## src/rtl/alu_share_arb_pkg.sv

```systemverilog
// Shared definitions for alu_share_arb: operation codes, FSM state encoding
// and the default datapath width.
package alu_share_arb_pkg;

  localparam int DATA_W_DEF = 32;

  localparam logic [2:0] OP_NEG = 3'b000;
  localparam logic [2:0] OP_AND = 3'b001;
  localparam logic [2:0] OP_XOR = 3'b010;
  localparam logic [2:0] OP_OR  = 3'b011;
  localparam logic [2:0] OP_DEC = 3'b100;
  localparam logic [2:0] OP_ADD = 3'b101;
  localparam logic [2:0] OP_SUB = 3'b110;
  localparam logic [2:0] OP_INC = 3'b111;

  typedef enum logic [1:0] {
    ST_IDLE = 2'b00,
    ST_EXEC = 2'b01,
    ST_RESP = 2'b10
  } state_t;

endpackage

```

## src/rtl/alu_share_arb_alu_core.sv

```systemverilog
// Combinational ALU shared by both requesters; zero latency, no backpressure.
// Carry/borrow is reported only for add and subtract.
module alu_core #(
  parameter int DATA_W = alu_share_arb_pkg::DATA_W_DEF
) (
  input  logic [2:0]        i_op,
  input  logic [DATA_W-1:0] i_a,
  input  logic [DATA_W-1:0] i_b,
  output logic [DATA_W-1:0] o_res,
  output logic              o_ovf
);
  import alu_share_arb_pkg::*;

  localparam logic [DATA_W-1:0] ONE = DATA_W'(1);

  logic [DATA_W:0] ext_a;
  logic [DATA_W:0] ext_b;
  logic [DATA_W:0] sum;
  logic [DATA_W:0] diff;

  always_comb begin
    ext_a = {1'b0, i_a};
    ext_b = {1'b0, i_b};
    sum   = ext_a + ext_b;
    diff  = ext_a - ext_b;
    o_res = '0;
    o_ovf = 1'b0;
    case (i_op)
      OP_NEG: o_res = ~i_a + ONE;
      OP_AND: o_res = i_a & i_b;
      OP_XOR: o_res = i_a ^ i_b;
      OP_OR:  o_res = i_a | i_b;
      OP_DEC: o_res = i_a - ONE;
      OP_ADD: begin
        o_res = sum[DATA_W-1:0];
        o_ovf = sum[DATA_W];
      end
      OP_SUB: begin
        o_res = diff[DATA_W-1:0];
        o_ovf = diff[DATA_W];
      end
      default: o_res = i_a + ONE;
    endcase
  end

endmodule

```

## src/rtl/alu_share_arb.sv

```systemverilog
// Two-requester round-robin front end to one shared ALU; accept -> valid 2 edges, 3 cycles/op.
// Requesters stall until IDLE; the result is held until i_rsp_ready. Option: ALU_SHARE_ARB_OVF_STICKY_EN.
module alu_share_arb #(
  parameter int DATA_W = alu_share_arb_pkg::DATA_W_DEF
) (
  input  logic              i_clk,
  input  logic              i_rst_n,
  input  logic              i_req0_valid,
  input  logic              i_req1_valid,
  output logic              o_req0_ready,
  output logic              o_req1_ready,
  input  logic [2:0]        i_req0_op,
  input  logic [2:0]        i_req1_op,
  input  logic [DATA_W-1:0] i_req0_a,
  input  logic [DATA_W-1:0] i_req0_b,
  input  logic [DATA_W-1:0] i_req1_a,
  input  logic [DATA_W-1:0] i_req1_b,
  output logic              o_rsp_valid,
  input  logic              i_rsp_ready,
  output logic              o_rsp_id,
  output logic [DATA_W-1:0] o_rsp_data,
  output logic              o_rsp_ovf,
`ifdef ALU_SHARE_ARB_OVF_STICKY_EN
  input  logic [1:0]        i_ovf_clr,
  output logic [1:0]        o_ovf_sticky,
`endif
  output logic              o_busy
);
  import alu_share_arb_pkg::*;

  state_t            state_q, state_d;
  logic              ptr_q, ptr_d;
  logic [2:0]        op_q, op_d;
  logic [DATA_W-1:0] a_q, a_d;
  logic [DATA_W-1:0] b_q, b_d;
  logic              id_q, id_d;
  logic              rsp_valid_q, rsp_valid_d;
  logic [DATA_W-1:0] rsp_data_q, rsp_data_d;
  logic              rsp_ovf_q, rsp_ovf_d;
  logic              gnt_vld;
  logic              gnt_id;
  logic [DATA_W-1:0] alu_res;
  logic              alu_ovf;

  alu_core #(.DATA_W(DATA_W)) u_alu (
    .i_op  (op_q),
    .i_a   (a_q),
    .i_b   (b_q),
    .o_res (alu_res),
    .o_ovf (alu_ovf)
  );

  // ptr_q holds the last granted id; on a tie the other requester wins.
  always_comb begin
    gnt_vld = i_req0_valid | i_req1_valid;
    gnt_id  = (i_req0_valid & i_req1_valid) ? ~ptr_q : i_req1_valid;
  end

  // Gated by reset so the readies drop with the asynchronous reset as well.
  assign o_req0_ready = i_rst_n & (state_q == ST_IDLE) & gnt_vld & ~gnt_id;
  assign o_req1_ready = i_rst_n & (state_q == ST_IDLE) & gnt_vld &  gnt_id;
  assign o_rsp_valid  = rsp_valid_q;
  assign o_rsp_id     = id_q;
  assign o_rsp_data   = rsp_data_q;
  assign o_rsp_ovf    = rsp_ovf_q;
  assign o_busy       = (state_q != ST_IDLE);

  always_comb begin
    state_d     = state_q;
    ptr_d       = ptr_q;
    op_d        = op_q;
    a_d         = a_q;
    b_d         = b_q;
    id_d        = id_q;
    rsp_valid_d = rsp_valid_q;
    rsp_data_d  = rsp_data_q;
    rsp_ovf_d   = rsp_ovf_q;
    case (state_q)
      ST_IDLE: begin
        if (gnt_vld) begin
          state_d = ST_EXEC;
          id_d    = gnt_id;
          op_d    = gnt_id ? i_req1_op : i_req0_op;
          a_d     = gnt_id ? i_req1_a  : i_req0_a;
          b_d     = gnt_id ? i_req1_b  : i_req0_b;
        end
      end
      ST_EXEC: begin
        state_d     = ST_RESP;
        rsp_data_d  = alu_res;
        rsp_ovf_d   = alu_ovf;
        rsp_valid_d = 1'b1;
      end
      ST_RESP: begin
        if (i_rsp_ready) begin
          state_d     = ST_IDLE;
          rsp_valid_d = 1'b0;
          ptr_d       = id_q;
        end
      end
      default: state_d = ST_IDLE;
    endcase
  end

  always_ff @(posedge i_clk or negedge i_rst_n) begin
    if (!i_rst_n) begin
      state_q     <= ST_IDLE;
      ptr_q       <= 1'b1;
      op_q        <= '0;
      a_q         <= '0;
      b_q         <= '0;
      id_q        <= 1'b0;
      rsp_valid_q <= 1'b0;
      rsp_data_q  <= '0;
      rsp_ovf_q   <= 1'b0;
    end else begin
      state_q     <= state_d;
      ptr_q       <= ptr_d;
      op_q        <= op_d;
      a_q         <= a_d;
      b_q         <= b_d;
      id_q        <= id_d;
      rsp_valid_q <= rsp_valid_d;
      rsp_data_q  <= rsp_data_d;
      rsp_ovf_q   <= rsp_ovf_d;
    end
  end

`ifdef ALU_SHARE_ARB_OVF_STICKY_EN
  logic [1:0] sticky_q, sticky_d;
  logic [1:0] sticky_set;

  // Set on the EXEC->RESP edge; a same-edge clear takes priority.
  always_comb begin
    sticky_set = 2'b00;
    if ((state_q == ST_EXEC) && alu_ovf) sticky_set[id_q] = 1'b1;
    sticky_d = (sticky_q | sticky_set) & ~i_ovf_clr;
  end

  always_ff @(posedge i_clk or negedge i_rst_n) begin
    if (!i_rst_n) sticky_q <= 2'b00;
    else          sticky_q <= sticky_d;
  end

  assign o_ovf_sticky = sticky_q;
`endif

endmodule

```

## config.mk

```make
export PLATFORM = sky130hd
export DESIGN_NAME = alu_share_arb
export DESIGN_NICKNAME = d
export VERILOG_FILES = /design/src/rtl/alu_share_arb_pkg.sv /design/src/rtl/alu_share_arb_alu_core.sv /design/src/rtl/alu_share_arb.sv
export SDC_FILE = /design/constraint.sdc
export NUM_CORES = 1
export LEC_CHECK = 0
export ABC_AREA = 1
export CAP_MARGIN = 20
export CORE_ASPECT_RATIO = 0.5
export CORE_MARGIN = 2
export CORE_UTILIZATION = 50
export DETAILED_ROUTE_END_ITERATION = 16
export GPL_TIMING_DRIVEN = 0
export MAX_ROUTING_LAYER = met4
export PLACE_DENSITY = 0.73
export REMOVE_ABC_BUFFERS = 1
export SETUP_SLACK_MARGIN = 0.15
export SYNTH_ARGS = -nofsm -noshare
export SYNTH_HDL_FRONTEND = slang
export SYNTH_SLANG_ARGS = --single-unit
```

## constraint.sdc

```tcl
create_clock -name i_clk -period 4.5 [get_ports i_clk]
set_clock_uncertainty 0.1 [all_clocks]
set_input_delay 1.35 -clock i_clk [delete_from_list [all_inputs] [get_ports i_clk]]
set_output_delay 1.35 -clock i_clk [all_outputs]
set_load 0.01 [all_outputs]
```

==> impl_metrics.csv <==
group,metric,value,unit
worst_setup_path,reg2reg_to,"o_rsp_data[17]$_DFFE_PN0P_",
drt,wl_per_cell,21.02,microns
place,dp_hpwl,50020,microns
finish,fin_nets,2885,
clocking,cts_inserted_buffers,9,
clocking,htreeDepth,3,
global_routing,grt_max_degree,83,
die,die_w,241.3,microns
sta,maxSlewViolCount,0,
worst_setup_path,path_cells,"clkdlybuf4s50_1, nand2_4, nand2_8, buf_16, inv_16, buf_16, nor3_1, clkbuf_2",
place,gp_congestion,1.077,
logic_synthesis,synth_cell_type_count,46,
drt,wirelength,63010,microns
worst_setup_path,critPathMostFrequentCell,"buf_16",
worst_setup_path,worst-path-buf-inv,5,
sta,fin_crit,4.403,ns
sta,relSlewSlack,17.92,%
logic_synthesis,netlist_area,0.01408,sq mm
logic_synthesis,synthArstFlopShare,100.0,%
logic_synthesis,synth-seq-cells,105,
finish,drive_gt1_share,2.334,%
die,core-area,0.02771,sq mm
global_routing,grt_pass1_wl,92400,microns
worst_setup_path,rr_worst_depth,12,
worst_setup_path,reg2reg_slack,0.33,ns
clocking,clock-sinks,105,
sta,max_freq,227.1,MHz
die,start_util,50.82,%
logic_synthesis,yosysTopAreaCell,"nand2_1",
sta,setup_viol,0,
drt,antenna_violating_nets_post_route,0,
run,maxCapViolations,0,
worst_setup_path,path_depth,8,
die,die_h,122.7,microns
logic_synthesis,synth_area_leaders,"nand2_1, dfrtp_1, ha_1",
die,rows,43,
logic_synthesis,synth_edf_count,0,
worst_setup_path,slowest_stage,"clkdlybuf4s50_1",
worst_setup_path,crit_arrival,2.95,ns
die,dieArea,0.02960,sq mm
clocking,clkSlewWorstSetupHoldPaths,0.08,ns
sta,rsz0062_at_grt,"false",
global_routing,overflow,0,
finish,stdcell_count,2997,
logic_synthesis,synth_top_area_share,20.13,%
drt,drt-vias-per-instance,5.715,
worst_setup_path,r2r-start,"a_q[14]$_DFFE_PN0P_",
min_path,hold_path_class,"flop to flop",
drt,drt-initial-drc-count,2354,
logic_synthesis,avgSynthCellArea,5.668,sq um
global_routing,grt_pass1_vias,15070,
clocking,clock_tree.buffer_depth,2,
worst_setup_path,endpoint_kind,"output port",
finish,syn_to_final_growth,18.19,%
clocking,cts_tree,"yes",
finish,n_fill_cell,2780,
worst_setup_path,crit_type,"input port to output port",
worst_setup_path,critical_path.startpoint,"i_req0_valid",
place,port-buffer-count,176,
clocking,cts_root_buf,"clkbuf_16",
logic_synthesis,synth_ff_type,"dfrtp_1",
worst_setup_path,critPathLaunchType,"input port",
die,ios,177,
global_routing,grt_use_total,43.94,%
worst_setup_path,crit_path_max_incr_delay,0.52,ns
run_status,status,"complete, no violations",
drt,dr.pass1.iters,6,
worst_setup_path,path_delay_family,"buffers and inverters",
sta,final-hold-violation-count,0,
worst_setup_path,critPathRequiredTime,3.05,ns
place,placedCellCount,2971,
drt,drc_errors,0,
sta,finalCritPeriodShare,97.85,%
logic_synthesis,yosysSeqAreaShare,18.67,%
worst_setup_path,endpoint,"o_req0_ready",
global_routing,antenna_found_initial,2,
sta,worst_pin_slew,1.231,ns
worst_setup_path,critPathMaxFanout,21,
clocking,clock_latency,0.39,ns
logic_synthesis,synth_cells,2484,
logic_synthesis,yosys_warnings,0,
drt,num_vias,17130,
[cells in the mapped netlist, drive strengths merged, types with 2 or more instances]
cell type    n
o221ai       3
buf         38
and2         4
inv        450
xor2        11
a21oi      117
o211ai       5
clkbuf      39
nand3      191
fa           3
o2111ai      5
nand3b      10
a221oi       2
nand4       37
nor3        22
nand2      756
a31oi        3
nor2       289
dfrtp      104
or2          4
a21o         4
and3         3
o21ai      142
o22ai       85
o21bai      14
ha         134
[what timing repair did]
item,CTS,global route
endpoints found under the setup margin,2,2
hold buffers,0,0
setup buffers,3,1
gates cloned,4,0
resized for setup,14,5
pin swaps,2,1
endpoints found under the hold margin,0,0
[metal layers]
layer	global-route usage, %	vias to the layer above	wire length, microns
li1	-	8111	-
met1	62.58	7878	28190
met2	60.04	1020	24870
met3	11.34	118	8220
met4	13.39	0	1731
met5	-	-	0
[worst register-to-register path, stage by stage, from the launching register on]
cell	delay, ns
dfrtp_1	0.57
inv_1	0.23
ha_1	0.48
nor2_1	0.27
nand2_1	0.26
nor2_1	0.65
o21ai_0	0.57
nand3_1	0.20
nand2_1	0.06
nand3_1	0.07
nand3b_1	0.32
nor2_1	0.22
nor2_1	0.06
[cell families after synthesis]
kind of cell | count (synthesis) | share of synthesized area (%)
AO/OA/AOI/OAI | 384 | 15.20
XOR/XNOR | 12 | 0.7465
adder cells (fa/ha/maj) | 137 | 12.33
buffers and inverters | 528 | 14.49
flip-flops | 105 | 18.67
AND/OR/NAND/NOR | 1318 | 38.56
[registers in the layout, summed over array words and instances (netlist names), 2 cells and up]
signal / flops
op_q: 3
state_q: 2
b_q: 32
a_q: 32
o_rsp_data: 32
[cell type report]
| class | instances | area, sq um | area share, % |
|---|---|---|---|
| Multi-Input combinational cell | 1852 | 9464 | 56.87 |
| Sequential cell | 105 | 2629 | 15.80 |
| Timing Repair Buffer | 190 | 2064 | 12.41 |
| Inverter | 451 | 1712 | 10.29 |
| Tap cell | 382 | 478.0 | 2.872 |
| Clock buffer | 11 | 232.7 | 1.398 |
| Clock inverter | 5 | 58.81 | 0.3534 |
| Antenna cell | 1 | 2.502 | 0.01504 |
[how the worst min path moves through the flow]
| stage | from | end | slack [ns] | cells after the start |
|---|---|---|---|---|
| 2_1_floorplan | ptr_q$_DFFE_PN1P_ | ptr_q$_DFFE_PN1P_ | 0.37 | 2 |
| 3_3_place_gp | o_rsp_data[30]$_DFFE_PN0P_ | o_rsp_data[30]$_DFFE_PN0P_ | 0.36 | 2 |
| 3_5_place_dp | o_rsp_data[0]$_DFFE_PN0P_ | o_rsp_data[0]$_DFFE_PN0P_ | 0.37 | 2 |
| 4_1_cts | o_rsp_data[2]$_DFFE_PN0P_ | o_rsp_data[2]$_DFFE_PN0P_ | 0.39 | 2 |
| 5_1_grt | o_rsp_data[27]$_DFFE_PN0P_ | o_rsp_data[27]$_DFFE_PN0P_ | 0.41 | 2 |
| 6_report | o_rsp_data[27]$_DFFE_PN0P_ | o_rsp_data[27]$_DFFE_PN0P_ | 0.38 | 2 |
[cells in the final DEF, fill, tap and decap left out, drive strengths merged, types with 37 or more instances in the layout]
master / count
ha: 134
o22ai: 85
clkdlybuf4s50: 172
nand4: 37
nor2: 289
nand2: 757
a21oi: 117
dfrtp: 104
o21ai: 142
nand3: 191
inv: 450
[through the flow]
step                hold slack, ns  setup WS [ns]  util (%)  area [sq um]  TNS, ns
finish                      0.3842        0.09681     60.06         16640        0
detailed placement          0.3657        -0.8520     58.23         16140   -1.701
floorplan                   0.3671        -0.8584         -         13730   -1.507
global route                0.4111         0.1044     60.06         16640        0
CTS                         0.3858         0.1080     59.94         16610        0
global placement            0.3636         -3.444     57.64         15970  -386.94
Power is not shown: default switching activity piles up to over one toggle a cycle in this logic, so the estimate is an artifact.
